==> src/rtl/flow_sequencer_pkg.sv <==
// flow_sequencer_pkg: opcode patterns, micro-op codes and FSM state encoding shared by the flow sequencer
package flow_sequencer_pkg;
  typedef logic [2:0] uop_t;
  localparam logic [4:0] OP_CALL = 5'b11100, OP_RET = 5'b11101, OP_INT = 5'b11110,
                         OP_RTI = 5'b11111, OP_HLT = 5'b00001;
  localparam uop_t UOP_NONE = 3'd0, UOP_PUSH_PC = 3'd1, UOP_PUSH_FLAGS = 3'd2, UOP_POP_PC = 3'd3,
                   UOP_POP_FLAGS = 3'd4, UOP_LD_VEC = 3'd5, UOP_JMP_RDST = 3'd6;
  localparam logic [2:0] S_IDLE = 3'd0, S_CALL_J = 3'd1, S_INT_F = 3'd2, S_INT_V = 3'd3,
                         S_RTI_P = 3'd4, S_DRAIN = 3'd5, S_HALT = 3'd6;
  function automatic logic is_flow_op(input logic [6:0] op);
    return op[6:2] inside {OP_CALL, OP_RET, OP_INT, OP_RTI, OP_HLT};
  endfunction
endpackage

==> src/rtl/flow_sequencer_if.sv <==
// flow_sequencer_if: decode-side inputs and stall/micro-op outputs of the flow sequencer
interface flow_sequencer_if #(parameter int PC_W = 32);
  import flow_sequencer_pkg::*;
  logic id_valid;
  logic [6:0] id_opcode;
  logic [PC_W-1:0] id_pc;
  logic id_flush;
  logic ext_int;
  logic stall_if;
  logic kill_id;
  logic uop_valid;
  uop_t uop;
  logic [PC_W-1:0] uop_pc;
  logic [1:0] uop_vec;
  logic int_ack;
  logic halted;
  modport master (
    input  id_valid, id_opcode, id_pc, id_flush, ext_int,
    output stall_if, kill_id, uop_valid, uop, uop_pc, uop_vec, int_ack, halted
  );
  modport slave (
    output id_valid, id_opcode, id_pc, id_flush, ext_int,
    input  stall_if, kill_id, uop_valid, uop, uop_pc, uop_vec, int_ack, halted
  );
endinterface

==> src/rtl/flow_sequencer_int_pending_latch.sv <==
// int_pending_latch: holds an external interrupt request until the sequencer is ready to take it
module int_pending_latch (
  input  logic clk,
  input  logic rst_n,
  input  logic i_set,
  input  logic i_ready,
  output logic o_ack
);
  logic r_pend;
  assign o_ack = r_pend && i_ready;
  always_ff @(posedge clk or negedge rst_n)
    if (!rst_n) r_pend <= 1'b0;
    else r_pend <= i_set || (r_pend && !o_ack);
endmodule

==> src/rtl/flow_sequencer.sv <==
// flow_sequencer: stalls fetch and injects micro-op sequences for CALL/RET/INT/RTI/HLT and external interrupts
module flow_sequencer
  import flow_sequencer_pkg::*;
#(
  parameter int PC_W = 32,
  parameter int DRAIN = 3,
  parameter logic [1:0] EXT_VEC = 2'd0
) (
  input logic clk,
  input logic rst_n,
  flow_sequencer_if.master bus
);
  localparam int CW = DRAIN > 0 ? $clog2(DRAIN + 1) : 1;
  localparam logic [CW-1:0] CMAX = CW'(DRAIN);
  logic [2:0] r_state;
  uop_t r_uop;
  logic r_valid;
  logic [PC_W-1:0] r_pc;
  logic [1:0] r_vec;
  logic [CW-1:0] r_cnt;
  logic [4:0] w_op;
  logic [PC_W-1:0] w_pc_inc;
  logic w_idle, w_trig, w_ready, w_ack;
  assign w_op = bus.id_opcode[6:2];
  assign w_pc_inc = bus.id_pc + PC_W'(1);
  assign w_idle = r_state == S_IDLE;
  assign w_trig = w_idle && bus.id_valid && !bus.id_flush && is_flow_op(bus.id_opcode);
  assign w_ready = (w_idle && !w_trig) || r_state == S_HALT;
  int_pending_latch u_pend (
    .clk(clk),
    .rst_n(rst_n),
    .i_set(bus.ext_int),
    .i_ready(w_ready),
    .o_ack(w_ack)
  );
  assign bus.stall_if = !w_idle || w_trig || w_ack;
  assign bus.kill_id = (w_trig && w_op != OP_HLT) || (w_ack && w_idle && bus.id_valid);
  assign bus.int_ack = w_ack;
  assign bus.halted = r_state == S_HALT;
  assign bus.uop_valid = r_valid;
  assign bus.uop = r_uop;
  assign bus.uop_pc = r_pc;
  assign bus.uop_vec = r_vec;
  // DRAIN is entered on the cycle the last micro-op is visible, so it lasts DRAIN+1 cycles
  always_ff @(posedge clk or negedge rst_n) begin
    if (!rst_n) begin
      r_state <= S_IDLE;
      r_uop <= UOP_NONE;
      r_valid <= 1'b0;
      r_pc <= '0;
      r_vec <= '0;
      r_cnt <= '0;
    end else begin
      r_uop <= UOP_NONE;
      r_valid <= 1'b0;
      r_cnt <= '0;
      case (r_state)
        S_IDLE: begin
          if (w_trig) begin
            r_pc <= w_pc_inc;
            r_vec <= bus.id_opcode[1:0];
            r_valid <= w_op != OP_HLT;
            r_uop <= w_op == OP_RET ? UOP_POP_PC : w_op == OP_RTI ? UOP_POP_FLAGS :
                     w_op == OP_HLT ? UOP_NONE : UOP_PUSH_PC;
            r_state <= w_op == OP_CALL ? S_CALL_J : w_op == OP_INT ? S_INT_F :
                       w_op == OP_RTI ? S_RTI_P : w_op == OP_RET ? S_DRAIN : S_HALT;
          end else if (w_ack) begin
            r_pc <= bus.id_pc;
            r_vec <= EXT_VEC;
            r_valid <= 1'b1;
            r_uop <= UOP_PUSH_PC;
            r_state <= S_INT_F;
          end
        end
        S_CALL_J: begin
          r_valid <= 1'b1;
          r_uop <= UOP_JMP_RDST;
          r_cnt <= CMAX;
          r_state <= S_DRAIN;
        end
        S_INT_F: begin
          r_valid <= 1'b1;
          r_uop <= UOP_PUSH_FLAGS;
          r_state <= S_INT_V;
        end
        S_INT_V: begin
          r_valid <= 1'b1;
          r_uop <= UOP_LD_VEC;
          r_state <= S_DRAIN;
        end
        S_RTI_P: begin
          r_valid <= 1'b1;
          r_uop <= UOP_POP_PC;
          r_state <= S_DRAIN;
        end
        S_DRAIN: begin
          r_cnt <= r_cnt + 1'b1;
          if (r_cnt == CMAX) r_state <= S_IDLE;
        end
        S_HALT: begin
          if (w_ack) begin
            r_vec <= EXT_VEC;
            r_valid <= 1'b1;
            r_uop <= UOP_PUSH_PC;
            r_state <= S_INT_F;
          end
        end
        default: r_state <= S_IDLE;
      endcase
    end
  end
endmodule

==> src/flat_wrapper.sv <==
// flat-port wrapper written by rule: the top's interface ports become plain ports
module flow_sequencer_flat import flow_sequencer_pkg::*;
#(
  parameter int PC_W = 32,
  parameter int DRAIN = 3,
  parameter logic [1:0] EXT_VEC = 2'd0
)
  (clk, rst_n, bus_id_valid, bus_id_opcode, bus_id_pc, bus_id_flush, bus_ext_int, bus_stall_if, bus_kill_id, bus_uop_valid, bus_uop, bus_uop_pc, bus_uop_vec, bus_int_ack, bus_halted);
  flow_sequencer_if #(.PC_W(PC_W)) bus_i ();
  input logic clk;
  input logic rst_n;
  input wire logic [$bits(bus_i.id_valid)-1:0] bus_id_valid;
  input wire logic [$bits(bus_i.id_opcode)-1:0] bus_id_opcode;
  input wire logic [$bits(bus_i.id_pc)-1:0] bus_id_pc;
  input wire logic [$bits(bus_i.id_flush)-1:0] bus_id_flush;
  input wire logic [$bits(bus_i.ext_int)-1:0] bus_ext_int;
  output wire logic [$bits(bus_i.stall_if)-1:0] bus_stall_if;
  output wire logic [$bits(bus_i.kill_id)-1:0] bus_kill_id;
  output wire logic [$bits(bus_i.uop_valid)-1:0] bus_uop_valid;
  output wire logic [$bits(bus_i.uop)-1:0] bus_uop;
  output wire logic [$bits(bus_i.uop_pc)-1:0] bus_uop_pc;
  output wire logic [$bits(bus_i.uop_vec)-1:0] bus_uop_vec;
  output wire logic [$bits(bus_i.int_ack)-1:0] bus_int_ack;
  output wire logic [$bits(bus_i.halted)-1:0] bus_halted;
  assign bus_i.id_valid = bus_id_valid;
  assign bus_i.id_opcode = bus_id_opcode;
  assign bus_i.id_pc = bus_id_pc;
  assign bus_i.id_flush = bus_id_flush;
  assign bus_i.ext_int = bus_ext_int;
  assign bus_stall_if = bus_i.stall_if;
  assign bus_kill_id = bus_i.kill_id;
  assign bus_uop_valid = bus_i.uop_valid;
  assign bus_uop = bus_i.uop;
  assign bus_uop_pc = bus_i.uop_pc;
  assign bus_uop_vec = bus_i.uop_vec;
  assign bus_int_ack = bus_i.int_ack;
  assign bus_halted = bus_i.halted;
  flow_sequencer #(.PC_W(PC_W), .DRAIN(DRAIN), .EXT_VEC(EXT_VEC)) u_core (.clk(clk), .rst_n(rst_n), .bus(bus_i));
endmodule
==> config.mk <==
export PLATFORM = sky130hd
export DESIGN_NAME = flow_sequencer_flat
export DESIGN_NICKNAME = d
export VERILOG_FILES = /design/src/rtl/flow_sequencer_pkg.sv /design/src/rtl/flow_sequencer_if.sv /design/src/rtl/flow_sequencer_int_pending_latch.sv /design/src/rtl/flow_sequencer.sv /design/src/flat_wrapper.sv
export SDC_FILE = /design/constraint.sdc
export NUM_CORES = 1
export LEC_CHECK = 0
export ABC_AREA = 1
export CAP_MARGIN = 20
export CORE_ASPECT_RATIO = 0.5
export CORE_MARGIN = 2
export CORE_UTILIZATION = 35
export CTS_BUF_LIST = sky130_fd_sc_hd__clkbuf_8
export CTS_CLUSTER_SIZE = 30
export DETAILED_ROUTE_END_ITERATION = 10
export GPL_ROUTABILITY_DRIVEN = 1
export HOLD_SLACK_MARGIN = 0.05
export PLACE_DENSITY = 0.65
export SLEW_MARGIN = 20
export SYNTH_ARGS = -nofsm -noshare
export SYNTH_HDL_FRONTEND = slang
export SYNTH_HIERARCHICAL = 1
export SYNTH_SLANG_ARGS = --single-unit
==> constraint.sdc <==
create_clock -name clk -period 9.1 [get_ports clk]
set_clock_uncertainty 0.15 [all_clocks]
set_input_delay 2.73 -clock clk [delete_from_list [all_inputs] [get_ports clk]]
set_output_delay 2.73 -clock clk [all_outputs]
set_load 0.05 [all_outputs]
-- After elaboration in Yosys (flattened, before gate mapping)
Cells that the tools add are included.
- register bits after elaboration: 44
- latch bits: 0
- RAM bits: 0
- ROM bits: 0
- output and inout bits: 42
- logic and storage cells: 71
- memories: 0
- add/subtract/negate cells: 2
- $mul: 0
- div/mod/pow operators: 0
- order comparisons: 0
- equality and inequality tests: 14
- shift-type cells: 0
- mux-type cells: 23
- bitwise gates (word level): 0
- reduce and logical (&&, ||, !) cells: 25
- operators by type and width (cell ; count):
    $mux 32 ; 2
    $add 32x1->32 const B ; 1
    $mux 3 ; 9
    $eq 5x5->1 const B ; 4
    $pmux 3 s6 ; 1
    $pmux 3 s5 ; 1
    $eq 3x3->1 const B ; 3
    $logic_and 1x1->1 ; 9
    $pmux 2 s2 ; 2
    $eq 3x2->1 const B ; 2
    $mux 2 ; 3
    $eq 5x1->1 const B ; 1
    $logic_or 1x1->1 ; 5
    $ne 5x1->1 const B ; 1
    $reduce_bool 5->1 ; 1
    $logic_not 1->1 ; 4
    $mux 1 ; 4
    $reduce_bool 2->1 ; 2
    $reduce_or 4->1 ; 1
    $eq 3x1->1 const B ; 1
    $logic_not 3->1 ; 1
    $pmux 1 s3 ; 1
    $reduce_or 3->1 ; 1
    $add 2x1->2 const B ; 1
    3 further kinds ; 3

-- Longest topological paths before layout
Gate-level depths: netlist of run 1.
- depth in word-level cells: 11
- gate-level depth with buffers: 15
- mapped depth without buffers: 14

-- Hierarchy
Netlist of run 1, hierarchy kept.
- by module, submodules not included (module ; times used ; cells an instance ; area an instance (um^2)):
    flow_sequencer ; 1 ; 455 ; 2936.6
    int_pending_latch ; 1 ; 7 ; 47.5

-- Worst setup path after synthesis of run 1
OpenSTA, ideal clock, no wires.
- path kind: input-to-output
- start point: input port bus_id_opcode[5]
- end point: output port bus_kill_id
- arrival time: 4.484 ns
- required time: 6.220 ns
- slack: 1.736 ns
- cell stages on the path: 10
- cells stage by stage: nand2_1 inv_1 nand2_1 a21oi_4 buf_2 nor2_1 nand2_1 inv_1 nand4_1 o21ai_0
- longest elaborated chain between the ends: 10
- ends and longest elaborated chain (item ; RTL line ; RTL):
    start, declared ; flat_wrapper.sv:13 ; input wire logic [$bits(bus_i.id_opcode)-1:0] bus_id_opcode;
    $eq 5x5->1 / $eq 5x1->1 (equally long branches) ; flow_sequencer_pkg.sv:11 ; return op[6:2] inside {OP_CALL, OP_RET, OP_INT, OP_RTI, OP_HLT};
    $reduce_bool 5->1 * ; flow_sequencer_pkg.sv:11 ;
    $logic_and 1x1->1 * ; flow_sequencer.sv:27 ; assign w_trig = w_idle && bus.id_valid && !bus.id_flush && is_flow_op(bus.id_opcode);
    $logic_not 1->1 * ; flow_sequencer.sv:28 ; assign w_ready = (w_idle && !w_trig) || r_state == S_HALT;
    $logic_and 1x1->1 * ; flow_sequencer.sv:28 ;
    $logic_or 1x1->1 * ; flow_sequencer.sv:28 ;
    net u_core.w_ready ; flow_sequencer.sv:23 ; logic w_idle, w_trig, w_ready, w_ack;
    $logic_and 1x1->1 * ; flow_sequencer_int_pending_latch.sv:10 ; assign o_ack = r_pend && i_ready;
    net bus_int_ack ; flat_wrapper.sv:23 ; output wire logic [$bits(bus_i.int_ack)-1:0] bus_int_ack;
    $logic_and 1x1->1 * (2 in a row) ; flow_sequencer.sv:37 ; assign bus.kill_id = (w_trig && w_op != OP_HLT) || (w_ack && w_idle && bus.id_valid);
    $logic_or 1x1->1 * ; flow_sequencer.sv:37 ;
    end, declared ; flat_wrapper.sv:18 ; output wire logic [$bits(bus_i.kill_id)-1:0] bus_kill_id;
Mark *: on every way through the listed nets, which the timed path passes. The rest lies on a longest branch.

-- Worst setup path in the final report of run 1
- start point: input port bus_id_opcode[2]
- end point: output port bus_kill_id
- longest elaborated chain between the ends: 10
- ends and longest elaborated chain (item ; RTL line):
    $eq 5x5->1 / $eq 5x1->1 (equally long branches) ; flow_sequencer_pkg.sv:11
    $reduce_bool 5->1 ; flow_sequencer_pkg.sv:11
    $logic_and 1x1->1 ; flow_sequencer.sv:27
    $logic_not 1->1 ; flow_sequencer.sv:28
    $logic_and 1x1->1 ; flow_sequencer.sv:28
    $logic_or 1x1->1 ; flow_sequencer.sv:28
    $logic_and 1x1->1 ; flow_sequencer_int_pending_latch.sv:10
    $logic_and 1x1->1 (2 in a row) ; flow_sequencer.sv:37
    $logic_or 1x1->1 * ; flow_sequencer.sv:37
Mark *: on every way between the ends. The rest lies on a longest branch, timed or not.

==> qor.yml, run 1 <==
status: "finished, final reports clean"
dp_cells: 649
cts_resized: 0
routed_via_density: 4.61
slowest_delay_ns: 0.84
critical_path_class: "in -> out"
rows: 23
maxSlewViolCount: 0
post-place-ws_ns: 1.15
worstPathMaxFanout: 26
netlist_instances: 462
setup_slack_ns: 1.16
io_buffers: 85
nNetsFinal: 590
drc: 0
p_seq_share_pct: 28.3
synthTopCellsByArea: "dfrtp_1 (37%), nand2_1 (28%), nor2_1 (7.3%)"
worstPathArrival_ns: 5.06
vias: 3031
die_y_um: 69.3
grt-ovfl-total: 0
place_hpwl_mm: 6.08
wl_mm: 8.01
cts_tree: "yes"
power_frac_clock_pct: 13.9
crit_family: "buffers and inverters"
slowest_stage: "clkdlybuf4s50_1"
antenna_found_initial: 0
drt-pass1-iter-count: 4
grt_usage_pct: 17.5
hp-class: "reg -> reg"
pwr_density_cell_nw_per_um2: 296
dieArea_um2: 9330
reg2reg_slack_ns: 6.22
final_common_cell: "nand2_1"
ys_seq_area_share_pct: 36.9
synth.ff_latch_count: 44
die_x_um: 135
gp_congestion: 0.829
numClockSinks: 44
post_layout_nonfiller_instances: 657
slew_headroom_pct: 62.6
cts-buffers-inserted: 5
cp-end-kind: "output port"
hold_violations: 0
fp.coreArea_um2: 8140
comb_power_share_pct: 57.8
synth_area_per_cell_um2: 6.46
fmax_mhz: 126
grt_pass1_vias: 2794
synth_top_area_share_pct: 36.9
grt_max_degree: 45
wl_per_cell_um: 12.2
syn2layout_area_growth_pct: 34.9
h-tree-depth: 2
detail-route-antenna-nets: 0
post-route-util_pct: 49.4
ys_warn_count: 6
netlist_area_um2: 2980
rsz0062_at_grt: "false"
crit_top_cell: "clkdlybuf4s50_1"
worst_slew_pin_slew_ns: 0.561
synth_top_area_cell: "dfrtp_1"
start_kind: "primary input"
cts_setup_buffers: 0
swShare_pct: 49.1
worstPathCellList: "clkdlybuf4s50_1 > inv_1 > nor2_1 > nand3_2 > nand2_1 > nand2_2 > o21ai_0 > clkdlybuf4s50_1"
cp_data_required_time_ns: 6.22
critPathBufInv: 3
drtIter0Drc: 153
tns_ns: 0
setup_violations: 0
cts-root-buf: "clkbuf_8"
finalCriticalPeriod_ns: 7.94
final_cell_mix: "nand2_1 (222), clkdlybuf4s50_1 (84), nor2_1 (58)"
cellLeakagePower_nw: 1.91
power_w: 0.00119
yosysUniqueCellTypes: 32
clockBufferDepth: 2
diodes: 0
final_layout_size_suffix_gt1_share_pct: 4.95
ir_drop_mv: 0.242
initial_core_util_pct: 36.6
p_sw_w: 0.000584
p_int_w: 0.000606
cts_hold_repair.buffers: 0
ioPinCount: 86
grt_pass1_wl_mm: 13.2
path_clk_slew_ns: 0.08
cap_viol_max_count: 0
synth.net_count: 508
fin_crit_sh_pct: 87.3
clk_latency_ns: 0.30
## per-layer routing
| metal | track usage, % | routed length [µm] | up-vias |
|---|---|---|---|
| li1 | - | - | 1604 |
| met1 | 25.3 | 4010 | 1348 |
| met2 | 26.9 | 3450 | 73 |
| met3 | 3.87 | 500 | 6 |
| met4 | 3.27 | 53 | 0 |
| met5 | 0 | 0 | - |
## flip-flops by register name, indices dropped and copies added, names as in the netlist
signal and count:
u_core/bus.uop_valid 1, u_core/bus.uop 3, u_core/u_pend/r_pend 1, u_core/r_state 3, u_core/bus.uop_vec 2, u_core/bus.uop_pc 32
u_core/r_cnt 2
## cell usage after synthesis
cell,number
nand2_1,222
nor2_1,58
dfrtp_1,44
nand3_1,35
inv_1,31
o21ai_0,9
xor2_1,7
nand4_1,6
buf_2,5
xnor2_1,5
nor2_2,4
a21oi_1,3
buf_4,3
buf_6,3
nand3b_1,3
or2_2,3
ha_1,2
inv_2,2
nor2_4,2
nor3_1,2
nor4_1,2
a21o_1,1
a21oi_4,1
nand2_2,1
nand3_2,1
nand4_2,1
nor2_8,1
nor3_2,1
o211ai_1,1
o21bai_1,1
o221ai_1,1
or3_1,1
## final cells by class
| type | count | area [µm²] |
|---|---|---|
| timing repair buffer | 86 | 856 |
| inverter | 33 | 124 |
| multi-input combinational | 374 | 1680 |
| clock inverter | 1 | 30.0 |
| clock buffer | 7 | 96.3 |
| tap | 112 | 140 |
| sequential | 44 | 1100 |
| fill | 821 | 4120 |
## power by group through the flow
stage | clock [W] | combinational [W] | sequential (W)
finish | 0.000165 | 0.000687 | 0.000337
global route | 0.000179 | 0.000733 | 0.000349
CTS | 0.000172 | 0.000693 | 0.000338
detailed placement | 0 | 0.000690 | 0.000341
global placement | 0 | 0.000687 | 0.000341
floorplan | 0 | 0.000190 | 0.000608
## through the flow
| step | instance area [µm²] | hold WS, ns |
|---|---|---|
| detailed placement | 3900 | 0.300 |
| CTS | 4020 | 0.318 |
| floorplan | 2980 | 0.279 |
| finish | 4030 | 0.321 |
| global route | 4030 | 0.349 |
| global placement | 3900 | 0.302 |
## kinds of logic (layout without fill, tap and decap cells)
kind of cell | count (synthesis) | count (layout) | share of synthesized area, %
fa+ha+maj | 2 | 2 | 0.838
buf+inv | 44 | 127 | 6.88
xor+xnor | 12 | 12 | 3.52
compound gates | 17 | 17 | 3.61
flops | 44 | 44 | 36.9
simple gates | 343 | 343 | 48.3
## worst paths after layout
check,startpoint,end,cells after the start
max in group asynchronous,rst_n,u_core/bus.uop_pc[11],1
hold / removal,u_core/r_cnt[0],u_core/r_cnt[0],1
setup / recovery,bus_id_opcode[2],bus_kill_id,8
setup reg to reg,u_core/r_state[1],u_core/bus.uop_pc[0],14
min in group asynchronous,rst_n,u_core/r_state[1],1
hold reg to reg,u_core/r_cnt[0],u_core/r_cnt[0],1
## worst reg2reg max path: cells and delay by family, from the launching register on
kind,cells,cell delay (ns)
AO/OA/AOI/OAI,1,0.08
flip-flops,1,0.39
AND/OR/NAND/NOR,8,1.38
buffers and inverters,5,0.75
(Power assumes the default switching activity.)
==> inputs of run 2 (changes only) <==
--- a/config.mk
+++ b/config.mk
@@ -8,14 +8,14 @@
 export ABC_AREA = 1
 export CAP_MARGIN = 20
 export CORE_ASPECT_RATIO = 0.5
-export CORE_MARGIN = 2
-export CORE_UTILIZATION = 35
+export CORE_MARGIN = 10
+export CORE_UTILIZATION = 50
 export CTS_BUF_LIST = sky130_fd_sc_hd__clkbuf_8
 export CTS_CLUSTER_SIZE = 30
 export DETAILED_ROUTE_END_ITERATION = 10
 export GPL_ROUTABILITY_DRIVEN = 1
 export HOLD_SLACK_MARGIN = 0.05
-export PLACE_DENSITY = 0.65
+export PLACE_DENSITY = 0.87
 export SLEW_MARGIN = 20
 export SYNTH_ARGS = -nofsm -noshare
 export SYNTH_HDL_FRONTEND = slang
==> qor.yml, run 2 (synthesis gave the netlist of run 1 again) <==
diodes: 0  # unchanged
cts-root-buf: "clkbuf_8"
crit_family: "buffers and inverters"
clk_latency_ns: 0.29  # about the same
cp-end-kind: "output port"
drtIter0Drc: 241  # +58%
path_depth: 9  # +1
post_layout_nonfiller_instances: 619  # -5.8%
dieArea_um2: 9650  # +3.4%
grt_pass1_vias: 2901  # +3.8%
clockBufferDepth: 2  # unchanged
final_layout_size_suffix_gt1_share_pct: 4.95  # -0.0091 points
ir_drop_mv: 0.211  # -13%
detail-route-antenna-nets: 0  # unchanged
grt_usage_pct: 17.5  # +0.020 points
status: "finished, final reports clean"
cellLeakagePower_nw: 1.92  # +0.35%
fillers: 488  # -41%
wl_per_cell_um: 13.7  # +12%
start_kind: "primary input"
path_clk_slew_ns: 0.08  # about the same
comb_power_share_pct: 59.3  # +1.5 points
power_frac_clock_pct: 12.5  # -1.4 points
crit_top_cell: "clkdlybuf4s50_1"
swShare_pct: 50.0  # +0.89 points
die_x_um: 129  # -4.0%
final_common_cell: "nand2_1"
final_cell_mix: "nand2_1 (222), clkdlybuf4s50_1 (84), nor2_1 (58)"
gp_congestion: 0.926  # +12%
worst_slew_pin_slew_ns: 0.574  # +0.0126 ns
largest_reg_flops: 32  # unchanged
post-route-util_pct: 70.7  # +21 points
slew_headroom_pct: 61.7  # -0.84 points
finalCriticalPeriod_ns: 7.92  # -0.0189 ns
tns_ns: 0  # unchanged
p_seq_share_pct: 28.2  # about the same
setup_violations: 0  # unchanged
whs_path_depth: 1  # unchanged
p_sw_w: 0.000590  # +1.0%
fmax_mhz: 126  # +0.24%
slowest_delay_ns: 0.80  # -0.04 ns
fp.coreArea_um2: 5630  # -31%
h-tree-depth: 2  # unchanged
antenna_found_initial: 0  # unchanged
cts_resized: 0  # unchanged
drc: 0  # unchanged
maxSlewViolCount: 0  # unchanged
hold_violations: 0  # unchanged
critical_path_class: "in -> out"
pwr_density_cell_nw_per_um2: 296  # +0.27%
rsz0062_at_grt: "false"
p_int_w: 0.000591  # -2.5%
wl_mm: 8.45  # +5.5%
die_y_um: 74.6  # +7.7%
grt-ovfl-total: 0  # unchanged
grt_max_degree: 45  # unchanged
ioPinCount: 86  # unchanged
syn2layout_area_growth_pct: 33.5
rows: 19  # -17%
grt_pass1_wl_mm: 13.8  # +4.6%
cp_data_required_time_ns: 6.22  # about the same
cap_viol_max_count: 0  # unchanged
worstPathCellList: "clkdlybuf4s50_1 > inv_1 > nor2_1 > nand3_2 > a21oi_4 > buf_4 > nor2_4 > nand3_1 > clkdlybuf4s50_1"
place_hpwl_mm: 6.39  # +5.1%
critPathBufInv: 4  # +1
cts_hold_repair.buffers: 0  # unchanged
worstRegToRegCells: 14  # unchanged
cts-buffers-inserted: 5  # unchanged
io_buffers: 85  # unchanged
drt-pass1-iter-count: 7  # +3
cts_tree: "yes"
numClockSinks: 44  # unchanged
routed_via_density: 5.11  # +11%
vias: 3163  # +4.4%
power_w: 0.00118  # -0.79%
hp-class: "reg -> reg"
fin_crit_sh_pct: 87.1  # -0.21 points
nNetsFinal: 591  # +0.17%
initial_core_util_pct: 53.0  # +16 points
dp_cells: 610  # -6.0%
cts_setup_buffers: 0  # unchanged
worstPathArrival_ns: 5.04  # -0.02 ns
worstPathMaxFanout: 31  # +19%
slowest_stage: "clkdlybuf4s50_1"
## run 2: cell count changes in the layout (fill, tap and decap cells not counted)
cell and delta:
clkbuf_8 -2, inv_1 +1, clkinv_2 +1, buf_2 +1
buf_16 +1, buf_4 -1
## run 2: through the flow
stage	instance area, µm²	hold slack (ns)	worst slack, ns
detailed placement	3850	0.299	1.20
global placement	3850	0.299	1.23
global route	3980	0.343	1.04
floorplan	2980	0.279	1.74
finish	3980	0.318	1.18
CTS	3960	0.317	1.19
## run 2: routing by layer
| metal | wire (µm) | global-route usage [%] |
|---|---|---|
| met4 | 87 | 4.26 |
| met3 | 658 | 4.70 |
| met2 | 3840 | 28.7 |
| met5 | 0 | 0 |
| met1 | 3870 | 22.8 |
## run 2: power by group through the flow
stage / clock network, W / registers (W) / logic (W)
after detailed placement: 0 / 0.000337 / 0.000700
final: 0.000147 / 0.000333 / 0.000700
after floorplan: 0 / 0.000608 / 0.000190
after global routing: 0.000158 / 0.000345 / 0.000747
after CTS: 0.000149 / 0.000334 / 0.000703
after global placement: 0 / 0.000334 / 0.000696
## run 2: worst paths after layout
path | from | to | slack, ns
max | bus_id_opcode[2] | bus_stall_if | 1.18
min | u_core/r_cnt[0] | u_core/r_cnt[0] | 0.32
max reg2reg | u_core/r_state[1] | u_core/bus.uop_pc[0] | 6.18
min reg2reg | u_core/r_cnt[0] | u_core/r_cnt[0] | 0.32
max in group asynchronous | rst_n | u_core/bus.uop_pc[17] | 6.03
min in group asynchronous | rst_n | u_core/r_state[1] | 2.27
## run 2: area by class of cell
type	count	area (µm²)	area share, %
repair buffers	87	881	22.1
clock buffers	5	68.8	1.73
multi-input cells	374	1680	42.1
flip-flops and latches	44	1100	27.6
inverters	33	124	3.11
clock inverters	3	38.8	0.974
well taps	73	91.3	2.29
